===== config.mk =====
export PLATFORM = sky130hd
export DESIGN_NAME = data_mem_ctrl_flat
export DESIGN_NICKNAME = d
export VERILOG_FILES = /design/src/rtl/data_mem_ctrl_if.sv /design/src/rtl/data_mem_ctrl.sv /design/src/flat_wrapper.sv
export SDC_FILE = /design/constraint.sdc
export NUM_CORES = 1
export LEC_CHECK = 0
export ABC_AREA = 1
export BUFFER_PORTS_ARGS = -buffer_cell sky130_fd_sc_hd__buf_4
export CORE_ASPECT_RATIO = 0.7
export CORE_MARGIN = 1
export CORE_UTILIZATION = 35
export CTS_CLUSTER_SIZE = 40
export DETAILED_ROUTE_END_ITERATION = 8
export MAX_ROUTING_LAYER = met4
export PLACE_DENSITY = 0.57
export REMOVE_ABC_BUFFERS = 1
export SKIP_CTS_REPAIR_TIMING = 1
export SYNTH_ARGS = -nofsm -noshare
export SYNTH_HDL_FRONTEND = slang
export SYNTH_SLANG_ARGS = --single-unit
export TNS_END_PERCENT = 50

===== constraint.sdc =====
create_clock -name clk_50M -period 1.5 [get_ports clk_50M]
set_input_delay 0.075 -clock clk_50M [delete_from_list [all_inputs] [get_ports clk_50M]]
set_output_delay 0.075 -clock clk_50M [all_outputs]
set_load 0.1 [all_outputs]

===== src/rtl/data_mem_ctrl_if.sv =====
// CPU-side MEM port bundle: request address/data/control in, load data, stall and error out.
// Latency: none, this is wiring only.
// Backpressure: mem_stall tells the master to hold its request stable.
interface data_mem_ctrl_if;
    logic [31:0] mem_addr;
    logic [31:0] mem_wdata;
    logic [4:0]  mem_ctrl_signal;   // [4]=load [3]=store [2:1]=size [0]=sign-extend
    logic [31:0] mem_rdata;
    logic        mem_stall;
    logic        addr_err;

    modport master (
        output mem_addr, mem_wdata, mem_ctrl_signal,
        input  mem_rdata, mem_stall, addr_err
    );

    modport slave (
        input  mem_addr, mem_wdata, mem_ctrl_signal,
        output mem_rdata, mem_stall, addr_err
    );
endinterface


===== src/rtl/data_mem_ctrl.sv =====
// Data-side memory controller: cpu MEM port to one 32-bit async SRAM, with byte lanes and load extend.
// Latency: WAIT_CYCLES+1 stalled cycles per access; load data valid in the DONE cycle.
// Backpressure: mem_stall holds the CPU; optional posted-write buffer (MEM_WBUF_EN) releases stores early.
module data_mem_ctrl #(
    parameter int WAIT_CYCLES = 2,   // cycles the strobes stay active, >= 1
    parameter int SRAM_AW     = 20   // SRAM word-address width
) (
    input  logic               clk_50M,
    input  logic               reset_btn,
    data_mem_ctrl_if.slave     cpu,
    output logic [SRAM_AW-1:0] sram_addr,
    output logic [31:0]        sram_dout,
    input  logic [31:0]        sram_din,
    output logic               sram_dout_oe,
    output logic [3:0]         sram_be_n,
    output logic               sram_ce_n,
    output logic               sram_oe_n,
    output logic               sram_we_n
);

    localparam int CW = (WAIT_CYCLES > 1) ? $clog2(WAIT_CYCLES) : 1;
    localparam logic [CW-1:0] CNT_INIT = CW'(WAIT_CYCLES - 1);

    typedef enum logic [1:0] {
        IDLE   = 2'd0,
        ACCESS = 2'd1,
        DONE   = 2'd2
    } state_t;

    state_t state_q, state_d;

    logic [CW-1:0] cnt_q;
    logic [31:0]   rdata_q;
    logic          addr_err_q;
    logic [1:0]    off_q;
    logic [1:0]    size_q;
    logic          sext_q;
    logic          load_q;
    logic          stall;

`ifdef MEM_WBUF_EN
    logic          drain_q;   // current ACCESS/DONE is a posted store nobody waits for
`endif

    // Request decode
    logic       is_load, is_store, valid, sext, misaligned, start;
    logic [1:0] size, off;

    assign is_load  = cpu.mem_ctrl_signal[4];
    assign is_store = cpu.mem_ctrl_signal[3];
    assign size     = cpu.mem_ctrl_signal[2:1];
    assign sext     = cpu.mem_ctrl_signal[0];
    assign off      = cpu.mem_addr[1:0];
    assign valid    = is_load ^ is_store;

    // Size 2'b11 is treated like a word everywhere.
    assign misaligned = valid & (((size == 2'b01) & off[0]) | (size[1] & (off != 2'b00)));
    assign start      = (state_q == IDLE) & valid & ~misaligned;

    // Upper byte-address bits beyond the SRAM are ignored.
    generate
        if (SRAM_AW < 30) begin : g_addr_hi
            logic unused_addr_hi;
            assign unused_addr_hi = ^cpu.mem_addr[31:SRAM_AW+2];
        end
    endgenerate

    // Active-low lane enables for the addressed byte/half/word.
    function automatic logic [3:0] calc_be_n(input logic [1:0] sz, input logic [1:0] o);
        logic [3:0] be_n;
        be_n = 4'h0;
        case (sz)
            2'b00:   be_n = ~(4'b0001 << o);
            2'b01:   be_n = o[1] ? 4'b0011 : 4'b1100;
            default: be_n = 4'h0;
        endcase
        return be_n;
    endfunction

    // Store data replicated across lanes so the enabled lane always carries it.
    function automatic logic [31:0] rep_wdata(input logic [1:0] sz, input logic [31:0] d);
        logic [31:0] r;
        r = d;
        case (sz)
            2'b00:   r = {4{d[7:0]}};
            2'b01:   r = {2{d[15:0]}};
            default: r = d;
        endcase
        return r;
    endfunction

    // Shift the addressed lane down and extend to 32 bits.
    function automatic logic [31:0] extract(input logic [31:0] din, input logic [1:0] sz,
                                            input logic [1:0] o, input logic sx);
        logic [31:0] sh;
        logic [31:0] r;
        sh = din >> {o, 3'b000};
        r  = din;
        case (sz)
            2'b00:   r = {{24{sx & sh[7]}}, sh[7:0]};
            2'b01:   r = {{16{sx & sh[15]}}, sh[15:0]};
            default: r = din;
        endcase
        return r;
    endfunction

    // State register
    always_ff @(posedge clk_50M) begin
        if (reset_btn) begin
            state_q <= IDLE;
        end else begin
            state_q <= state_d;
        end
    end

    // Next-state: one pass IDLE -> ACCESS (WAIT_CYCLES cycles) -> DONE -> IDLE
    always_comb begin
        state_d = state_q;
        case (state_q)
            IDLE:    if (start) state_d = ACCESS;
            ACCESS:  if (cnt_q == '0) state_d = DONE;
            DONE:    state_d = IDLE;
            default: state_d = IDLE;
        endcase
    end

    // Stall: the CPU waits until its own access reaches DONE
    always_comb begin
        stall = 1'b0;
`ifdef MEM_WBUF_EN
        case (state_q)
            IDLE:    stall = valid & ~misaligned & ~is_store;
            ACCESS:  stall = valid;
            DONE:    stall = valid & drain_q;
            default: stall = valid;
        endcase
`else
        stall = valid & (state_q != DONE) & ~misaligned;
`endif
    end

    // SRAM strobes, latched request, wait counter, load capture and error pulse
    always_ff @(posedge clk_50M) begin
        if (reset_btn) begin
            sram_addr    <= '0;
            sram_dout    <= '0;
            sram_dout_oe <= 1'b0;
            sram_be_n    <= 4'hF;
            sram_ce_n    <= 1'b1;
            sram_oe_n    <= 1'b1;
            sram_we_n    <= 1'b1;
            cnt_q        <= '0;
            rdata_q      <= '0;
            addr_err_q   <= 1'b0;
            off_q        <= 2'b00;
            size_q       <= 2'b00;
            sext_q       <= 1'b0;
            load_q       <= 1'b0;
`ifdef MEM_WBUF_EN
            drain_q      <= 1'b0;
`endif
        end else begin
            // Misaligned requests are only judged when the controller is free to take them.
            addr_err_q <= (state_q == IDLE) & misaligned;
            case (state_q)
                IDLE: begin
                    if (start) begin
                        sram_addr    <= cpu.mem_addr[SRAM_AW+1:2];
                        sram_be_n    <= calc_be_n(size, off);
                        sram_dout    <= rep_wdata(size, cpu.mem_wdata);
                        sram_ce_n    <= 1'b0;
                        sram_oe_n    <= ~is_load;
                        sram_we_n    <= ~is_store;
                        sram_dout_oe <= is_store;
                        cnt_q        <= CNT_INIT;
                        off_q        <= off;
                        size_q       <= size;
                        sext_q       <= sext;
                        load_q       <= is_load;
`ifdef MEM_WBUF_EN
                        drain_q      <= is_store;
`endif
                    end
                end
                ACCESS: begin
                    if (cnt_q == '0) begin
                        // Strobes drop together; read data is sampled while oe_n is still low.
                        sram_ce_n <= 1'b1;
                        sram_oe_n <= 1'b1;
                        sram_we_n <= 1'b1;
                        if (load_q) begin
                            rdata_q <= extract(sram_din, size_q, off_q, sext_q);
                        end
                    end else begin
                        cnt_q <= cnt_q - CW'(1);
                    end
                end
                DONE: begin
                    // Write data was held one extra cycle past we_n rising.
                    sram_dout_oe <= 1'b0;
                    sram_be_n    <= 4'hF;
`ifdef MEM_WBUF_EN
                    drain_q      <= 1'b0;
`endif
                end
                default: begin
                    sram_ce_n <= 1'b1;
                    sram_oe_n <= 1'b1;
                    sram_we_n <= 1'b1;
                end
            endcase
        end
    end

    assign cpu.mem_rdata = rdata_q;
    assign cpu.mem_stall = stall;
    assign cpu.addr_err  = addr_err_q;

endmodule


===== src/flat_wrapper.sv =====
// flat-port wrapper written by rule: the top's interface ports become plain ports
module data_mem_ctrl_flat 
#(
    parameter int WAIT_CYCLES = 2,                                          
    parameter int SRAM_AW     = 20                             
)
  (clk_50M, reset_btn, sram_addr, sram_dout, sram_din, sram_dout_oe, sram_be_n, sram_ce_n, sram_oe_n, sram_we_n, cpu_mem_addr, cpu_mem_wdata, cpu_mem_ctrl_signal, cpu_mem_rdata, cpu_mem_stall, cpu_addr_err);
  data_mem_ctrl_if cpu_i ();
  input  logic clk_50M;
  input  logic reset_btn;
  output logic [SRAM_AW-1:0] sram_addr;
  output logic [31:0] sram_dout;
  input  logic [31:0] sram_din;
  output logic sram_dout_oe;
  output logic [3:0] sram_be_n;
  output logic sram_ce_n;
  output logic sram_oe_n;
  output logic sram_we_n;
  input wire logic [$bits(cpu_i.mem_addr)-1:0] cpu_mem_addr;
  input wire logic [$bits(cpu_i.mem_wdata)-1:0] cpu_mem_wdata;
  input wire logic [$bits(cpu_i.mem_ctrl_signal)-1:0] cpu_mem_ctrl_signal;
  output wire logic [$bits(cpu_i.mem_rdata)-1:0] cpu_mem_rdata;
  output wire logic [$bits(cpu_i.mem_stall)-1:0] cpu_mem_stall;
  output wire logic [$bits(cpu_i.addr_err)-1:0] cpu_addr_err;
  assign cpu_i.mem_addr = cpu_mem_addr;
  assign cpu_i.mem_wdata = cpu_mem_wdata;
  assign cpu_i.mem_ctrl_signal = cpu_mem_ctrl_signal;
  assign cpu_mem_rdata = cpu_i.mem_rdata;
  assign cpu_mem_stall = cpu_i.mem_stall;
  assign cpu_addr_err = cpu_i.addr_err;
  data_mem_ctrl #(.WAIT_CYCLES(WAIT_CYCLES), .SRAM_AW(SRAM_AW)) u_core (.clk_50M(clk_50M), .reset_btn(reset_btn), .cpu(cpu_i), .sram_addr(sram_addr), .sram_dout(sram_dout), .sram_din(sram_din), .sram_dout_oe(sram_dout_oe), .sram_be_n(sram_be_n), .sram_ce_n(sram_ce_n), .sram_oe_n(sram_oe_n), .sram_we_n(sram_we_n));
endmodule

# Yosys cells after proc, flatten, opt, wreduce, memory -nomap -nowiden
# Cells that the tools add are included.
[classes] eq_ne=7 addsub=1 n_mux=21 reduce_logical=12 shifts=2 bitwise=18
[ops] operator="$pmux 32 s2" n=2
[ops] operator="$shr 32x5->16" n=1
[ops] operator="$pmux 4 s2" n=2
[ops] operator="$and 1x1->1" n=10
[ops] operator="$pmux 1 s3" n=3
[ops] operator="$mux 4" n=2
[ops] operator="$reduce_and 2->1" n=4
[ops] operator="$mux 1" n=7
[ops] operator="$eq 2x1->1 const B" n=3
[ops] operator="$logic_not 2->1" n=3
[ops] operator="$reduce_and 3->1" n=2
[ops] operator="$reduce_bool 2->1" n=3
[ops] operator="$not 1->1" n=5
[ops] operator="$mux 2" n=2
[ops] operator="$ne 2x2->1 const B" n=2
[ops] operator="$not 4->4" n=1
[ops] operator="$pmux 1 s2" n=2
[ops] operator="$pmux 2 s2" n=1
[ops] operator="$shl 1x2->4 const A" n=1
[ops] operator="$eq 2x2->1 const B" n=1
[ops] operator="$ne 2x1->1 const B" n=1
[ops] operator="$or 1x1->1" n=1
[ops] operator="$sub 1x1->1 const B" n=1
[ops] operator="$xor 1x1->1" n=1
[totals] reg_bits=102 elab_cells=76

# Logic depth before layout (Yosys ltp)
# Gate-level depths: netlist of the first run.
[logic_depth] ltp_word=8 mapped_depth=10 ltp_nobuf=9

# Least setup slack after synthesis of the first run
# No wires, ideal clock.
[synth_timing] path_type="flip-flop to flip-flop" start="register, netlist name u_core.cpu.mem_rdata[0]" end="register u_core.rdata_q[0] (netlist: u_core.cpu.mem_rdata[0])" setup_slack_ns=0.184 t_arrival_ns=1.245 stages_incl_launch_ff=3 period_less_slack_ns=1.316 setup_ns=0.071 path_cell_list="dfxtp_1 > o21ai_0 > a21oi_1"
[synth_rtl] item="end signal: assignment" line_no="data_mem_ctrl.sv:192" text="rdata_q <= extract(sram_din, size_q, off_q, sext_q);"
[synth_rtl] item="end: declaration" line_no="data_mem_ctrl.sv:33" text="logic [31:0] rdata_q;"

# Worst setup path in the final report of the first run
[layout_timing] start="register u_core.off_q[1]" end="register u_core.rdata_q[0] (netlist: u_core.cpu.mem_rdata[0])"
[layout_via] elab_chain_len=2
[layout_rtl] item="start: declaration" line_no="data_mem_ctrl.sv:35" text="logic [1:0] off_q;"
[layout_rtl] item="start signal: assignment" line_no="data_mem_ctrl.sv:155" text="off_q <= 2'b00;"
[layout_rtl] item="start signal: assignment" line_no="data_mem_ctrl.sv:176" text="off_q <= off;"
[layout_rtl] item="$shr 32x5->16" line_no="data_mem_ctrl.sv:97" text="sh = din >> {o, 3'b000};"
[layout_rtl] item="$pmux 32 s2" line_no="data_mem_ctrl.sv:99" text="case (sz)"
# No other way between the ends.
# A chain may end at the register's enable or synchronous reset.

==> results by group, run 1 <==
Layout
  • Final cell count without fillers: 1137
  • Signed area change from the synthesized netlist to the final layout: 45.2%
  • Diodes inserted: 0
  • Share of cells above drive strength 1: 26.7%
  • End-of-flow core utilization: 52.8%
  • Net count reported at finish: 1050

Global routing
  • Total grt overflow: 0
  • Total routing usage reported by global routing: 22.0%
  • Wire length of the first global-routing pass: 24000 um
  • Pin count of the biggest net entering global routing: 48
  • Via count of the first global-routing pass: 4916
  • Global routing usage on met1: 29.5%
  • Global-route track usage on met3: 4.13%
  • Antenna violations before repair: 0
  • GR met2 Demand/Resource: 34.1%
  • GRT busiest layer: met2

STA
  • Final Setup Violations: 0
  • Relative slew slack: 80.2%
  • Final min period: 1400 ps
  • Setup skew after layout: 7.13 ps
  • Final setup margin: 99.3 ps
  • Number of endpoints with negative hold slack in the final report: 10
  • Peak clock frequency supported by timing: 714 MHz
  • Max-slew violation count: 0
  • Setup repair after global routing missed its margin: false
  • Actual slew at the worst max-slew pin: 297 ps
  • Worst hold slack: -16.7 ps
  • Final critical-path share of the clock period: 93.4%

Setup path
  • Worst path max stage delay: 310 ps
  • Highest-delay cell along the critical path: dfxtp_1
  • Crit-path max FO: 7
  • Register-to-Register Setup Slack: 100 ps
  • Crit path DAT: 1630 ps
  • Element type at the critical path start: register
  • Critical path type: register to register
  • Cell with the most instances on the worst path: nand2_1
  • Family with the most delay on the worst path: simple AND/OR/NAND/NOR gates
  • Worst path required time: 1730 ps
  • Buffers and inverters on the worst path: 2
  • Capturing element type of the critical path: register
  • Cell breakdown of the critical path: inv_1 -> buf_4 -> nand2_1 -> o21ai_0 -> nand2_1 -> nand2_1 -> a21oi_1

Yosys
  • Unique masters post-synth: 25
  • Synth Instances: 749
  • Post-synthesis cell area: 0.00486 sq mm
  • Biggest area consumer among synthesized cells: dfxtp_1
  • Avg Inst Size Synth: 6.49 sq um
  • Flip-flop and latch count after synthesis: 102
  • Area contributors post-synth: dfxtp_1 42%, nand2_1 16%, nor2_1 10%
  • Area fraction of the dominant cell type after synthesis: 42.0%
  • Portion of the post-synthesis area used by sequential elements: 42.0%
  • Total number of yosys warnings: 0

CTS
  • Clock latency at the later pin of the worst-skew pair: 340 ps
  • CTS buffer count: 9
  • # clock sinks: 102
  • H-tree Lvls: 3
  • TritonCTS clock tree: done
  • Max Root-Sink Buffers: 2
  • Clock root buffer master: clkbuf_16
  • Reg clk slew, reported paths: 70 ps

Route
  • Drt total wl: 15700 um
  • Router iterations before antenna repair: 5
  • DRC errors left: 0
  • Number of DRC markers after the initial detailed-route iteration: 249
  • Post-detailed-route wirelength per cell: 13.9 um
  • DRT antenna net count: 0
  • Detailed-route via count: 5412
  • Mean number of vias per cell: 4.76

Placement
  • Half-perimeter wire length after placement: 11000 um
  • Final Wtd Congestion: 0.839
  • Minimum setup slack after placement: 27.0 ps
  • Number of input and output port buffers inserted: 186
  • Inst Count DP: 1106

Outcome
  • Outcome: complete, but fails checks
  • Violated checks: negative hold slack

Floorplanning
  • Die span in y: 101 um
  • Row cnt: 35
  • Top-level port count: 197
  • Chip Width: 143 um
  • Die footprint: 0.0144 sq mm
  • Area of the placeable core: 0.0134 sq mm
  • Initial core utilization: 36.4%

Pwr
  • Pwr/cell area: 1280 mW/mm^2
  • Leak Pwr: 3.57 nW
  • Final total power: 9.04 mW
  • Worst ir drop on vdd: 0.669 mV

Hold path
  • Worst hold-check path type: primary input to register

Run
  • Max-cap viol count: 0
==> Yosys cell counts (all sizes together) <==
library cell  count
a21oi            59
buf              27
clkbuf           16
dfxtp           102
inv              63
nand2           209
nand3            52
nor2            135
nor3              3
o21ai            83
==> layer usage <==
layer	up-vias	routed length [um]
li1	2756	-
met1	2461	7600
met2	181	7070
met3	14	887
met4	0	183
met5	-	0
==> power breakdown <==
group	switching, mW	total [mW]	leakage [nW]	internal [mW]
logic	2.58	3.49	2.58	0.912
registers	0.152	3.11	0.838	2.96
clock network	1.08	2.43	0.149	1.35
total	3.81	9.04	3.57	5.22
==> cells in the final DEF (no fill, tap or decap), drive strengths merged <==
cell type | netlist | routed
dfxtp | 102 | 102
o21ai | 83 | 83
bufinv | 0 | 1
clkinvlp | 0 | 1
nand3 | 52 | 52
nor3 | 3 | 3
clkinv | 0 | 2
nor2 | 135 | 135
dlygate4sd3 | 0 | 12
buf | 27 | 216
nand2 | 209 | 209
inv | 63 | 65
clkbuf | 16 | 12
a21oi | 59 | 59
==> worst reg2reg max path, stage by stage (launching register included) <==
cell and delay [ps]:
dfxtp_1 310, inv_1 160, buf_4 160, nand2_1 180
o21ai_0 260, nand2_1 90, nand2_1 80, a21oi_1 60
==> through the flow <==
stage                     setup TNS (ps)  area [sq um]
after floorplan                   -23120          4610
after global placement                 0          6540
after detailed placement               0          6540
after CTS                              0          6850
after global routing                   0          7060
final                                  0          7060
==> area by class of cell <==
type	count	area (sq um)
inverter	63	246
timing repair buffer	230	1870
clock buffer	10	239
sequential	102	2040
clock inverter	6	68.8
fill	1331	6300
tap	185	231
multi-input combinational	541	2350
==> cell families after synthesis <==
kind of cell	count (synthesis)	share of synthesized area [%]
compound gates	142	14.6
flops	102	42.0
buf+inv	106	10.1
simple gates	399	33.3
==> worst paths after layout <==
check	start	end	cells past startpoint
max	u_core.off_q[1]$_SDFFE_PP0P_	u_core.cpu.mem_rdata[0]$_SDFFE_PP0P_	7
min	cpu_mem_addr[8]	u_core.sram_addr[6]$_SDFFE_PP0P_	3
max reg2reg	u_core.off_q[1]$_SDFFE_PP0P_	u_core.cpu.mem_rdata[0]$_SDFFE_PP0P_	7
min reg2reg	u_core.sram_be_n[2]$_SDFFE_PP1P_	u_core.sram_be_n[2]$_SDFFE_PP1P_	2
==> sequential cells by signal, summed over array words and instances, names as in the netlist <==
signal	flops
u_core.sram_dout	32
u_core.sram_oe_n	1
u_core.sram_we_n	1
u_core.cnt_q	1
u_core.sram_addr	20
u_core.cpu.mem_rdata	32
u_core.sram_be_n	4
u_core.cpu.addr_err	1
u_core.load_q	1
u_core.sram_dout_oe	1
u_core.sram_ce_n	1
u_core.size_q	2
u_core.off_q	2
u_core.sext_q	1
u_core.state_q	2
No activity file was read; power rests on OpenSTA's default activity.
==> run 2: changes to the inputs <==
--- a/config.mk
+++ b/config.mk
@@ -6,14 +6,14 @@
 export NUM_CORES = 1
 export LEC_CHECK = 0
 export ABC_AREA = 1
-export BUFFER_PORTS_ARGS = -buffer_cell sky130_fd_sc_hd__buf_4
 export CORE_ASPECT_RATIO = 0.7
 export CORE_MARGIN = 1
 export CORE_UTILIZATION = 35
 export CTS_CLUSTER_SIZE = 40
 export DETAILED_ROUTE_END_ITERATION = 8
+export DONT_BUFFER_PORTS = 1
 export MAX_ROUTING_LAYER = met4
-export PLACE_DENSITY = 0.57
+export PLACE_DENSITY = 0.45
 export REMOVE_ABC_BUFFERS = 1
 export SKIP_CTS_REPAIR_TIMING = 1
 export SYNTH_ARGS = -nofsm -noshare
==> constraint.sdc (replaced) <==
create_clock -name clk_50M -period 1.65 [get_ports clk_50M]
set_input_delay 0.0825 -clock clk_50M [delete_from_list [all_inputs] [get_ports clk_50M]]
set_output_delay 0.0825 -clock clk_50M [all_outputs]
set_load 0.1 [all_outputs]
==> run 2 against run 1 <==
  * Critical endpoint is now cpu_mem_stall
  * Largest power group unchanged
  * Clock skew up 0.73 ps
  * Critical path depth up 1
  * The flow still finishes with violations (negative hold slack)
  * Non-clock buffer count down 57
  * Setup slack better by 15 ps
  * Flip-flop and latch count unchanged
==> results by group, run 2 (synthesis results as in run 1) <==
Hold path
  • Worst hold-check path type: primary input to register

Floorplanning
  • Initial core utilization: 36.4% (unchanged)
  • Die span in y: 101 um (unchanged)
  • Chip Width: 143 um (unchanged)
  • Top-level port count: 197 (unchanged)
  • Row cnt: 35 (unchanged)
  • Area of the placeable core: 0.0134 sq mm (unchanged)
  • Die footprint: 0.0144 sq mm (unchanged)

CTS
  • CTS buffer count: 9 (unchanged)
  • Clock root buffer master: clkbuf_16
  • Max Root-Sink Buffers: 2 (unchanged)
  • H-tree Lvls: 3 (unchanged)
  • Clock latency at the later pin of the worst-skew pair: 350 ps (about the same)
  • # clock sinks: 102 (unchanged)
  • Reg clk slew, reported paths: 70 ps (about the same)
  • TritonCTS clock tree: done

Setup path
  • Startpoint of the most critical register-to-register path: u_core.state_q[0]$_SDFFE_PP0P_
  • Length in cells of the worst reg-to-reg path: 8 (+1)
  • Register-to-Register Setup Slack: 160 ps (+60 ps)
  • Critical path launch point: cpu_mem_ctrl_signal[3]
  • Worst setup path end: cpu_mem_stall
  • Crit path DAT: 1450 ps (-180 ps)
  • Critical path type: primary input to primary output
  • Crit-path max FO: 3 (-4)
  • Capturing element type of the critical path: primary output
  • R2r endpoint: u_core.cpu.mem_rdata[25]$_SDFFE_PP0P_
  • Worst path required time: 1570 ps (-160 ps)
  • Element type at the critical path start: primary input

STA
  • Setup repair after global routing missed its margin: false
  • Final critical-path share of the clock period: 93.1%
  • Actual slew at the worst max-slew pin: 455 ps (+158 ps)
  • Sum of negative setup slack: 0 ps (unchanged)
  • Peak clock frequency supported by timing: 651 MHz
  • Final min period: 1540 ps
  • Setup skew after layout: 7.86 ps (+0.728 ps)
  • Relative slew slack: 69.7% (-11 points)
  • Max-slew violation count: 0 (unchanged)
  • Final Setup Violations: 0 (unchanged)
  • Number of endpoints with negative hold slack in the final report: 20 (+10)
  • Worst hold slack: -32.3 ps (-15.5 ps)

Global routing
  • Total routing usage reported by global routing: 21.5% (-0.49 points)
  • Pin count of the biggest net entering global routing: 49 (+2.1%)
  • Via count of the first global-routing pass: 4515 (-8.2%)
  • Wire length of the first global-routing pass: 23200 um (-3.2%)
  • Antenna violations before repair: 0 (unchanged)
  • Total grt overflow: 0 (unchanged)

Layout
  • Diodes inserted: 0 (unchanged)
  • Final standard cell area without fillers: 0.00667 sq mm (-5.5%)
  • Signed area change from the synthesized netlist to the final layout: 37.2%
  • Share of cells above drive strength 1: 16.6% (-10 points)
  • Most common cell after layout, fill and taps aside: nand2_1
  • Net count reported at finish: 993 (-5.4%)
  • Fill cells: 1363 (+2.4%)
  • Top library cells by usage in the layout, fill and taps aside: 208 x nand2_1, 133 x nor2_1, 114 x buf_4

Outcome
  • Outcome: complete, but fails checks
  • Violated checks: negative hold slack

Route
  • DRC errors left: 0 (unchanged)
  • Number of DRC markers after the initial detailed-route iteration: 361 (+45%)
  • DRT antenna net count: 0 (unchanged)
  • Detailed-route via count: 5221 (-3.5%)
  • Post-detailed-route wirelength per cell: 14.6 um (+5.1%)
  • Mean number of vias per cell: 4.83 (+1.6%)
  • Router iterations before antenna repair: 5 (unchanged)
  • Drt total wl: 15700 um (-0.13%)

Placement
  • Number of input and output port buffers inserted: 0 (-100%)
  • Final Wtd Congestion: 0.844 (+0.57%)
  • Half-perimeter wire length after placement: 10500 um (-4.6%)
  • Cell area after placement: 0.00581 sq mm (-11%)

Pwr
  • Worst ir drop on vdd: 0.551 mV (-18%)
  • Leak Pwr: 3.24 nW (-9.1%)
  • Pwr/cell area: 1210 mW/mm^2 (-5.7%)

Run
  • Max-cap viol count: 0 (unchanged)
==> run 2: area by class of cell <==
class | instances | area, sq um | area share (%)
clock buffers | 9 | 225 | 3.38
repair buffers | 173 | 1510 | 22.6
multi-input cells | 541 | 2340 | 35.1
clock inverters | 7 | 78.8 | 1.18
well taps | 185 | 231 | 3.47
inverters | 63 | 244 | 3.66
flip-flops and latches | 102 | 2040 | 30.6
==> run 2: worst min-delay path by stage <==
stage	startpoint	endpoint	slack [ps]	cells after the start
after floorplan	reset_btn	u_core.sram_dout[16]$_SDFFE_PP0P_	150	1
after global placement	reset_btn	u_core.sram_dout[29]$_SDFFE_PP0P_	160	1
after detailed placement	reset_btn	u_core.sram_dout[25]$_SDFFE_PP0P_	160	1
after CTS	reset_btn	u_core.sram_dout[17]$_SDFFE_PP0P_	-220	1
after global routing	cpu_mem_ctrl_signal[2]	u_core.sram_dout[18]$_SDFFE_PP0P_	-20	4
final	sram_din[20]	u_core.cpu.mem_rdata[20]$_SDFFE_PP0P_	-30	4
==> run 2: power breakdown <==
part	switching (mW)	leakage, nW	internal, mW	total, mW
Sequential	0.140	0.837	2.69	2.83
Clock	1.01	0.144	1.20	2.21
Combinational	2.28	2.26	0.734	3.01
==> run 2: through the flow <==
step	util (%)	power, mW	instances	hold WS [ps]	setup WS (ps)
floorplan	-	5.05	706	152	-564
global placement	43.5	5.73	1010	158	159
detailed placement	43.5	5.76	1010	159	120
CTS	45.8	7.99	1026	-215	99.1
global route	49.9	8.43	1080	-15.2	16.6
finish	49.9	8.05	1080	-32.3	114
==> run 2: layer usage <==
metal  part of all wire [%]  global-route usage (%)
met1                     48                    29.9
met2                     43                    31.3
met3                    8.4                    5.46
met4                   0.55                    4.22
met5                      0                       -
==> run 2: worst max-delay path, cell delays in order <==
cell and delay, ps:
dlygate4sd3_1 590, inv_2 50, nand2_1 60, nand2_1 110
nand3_4 110, nand3_1 100, inv_1 70, buf_4 280
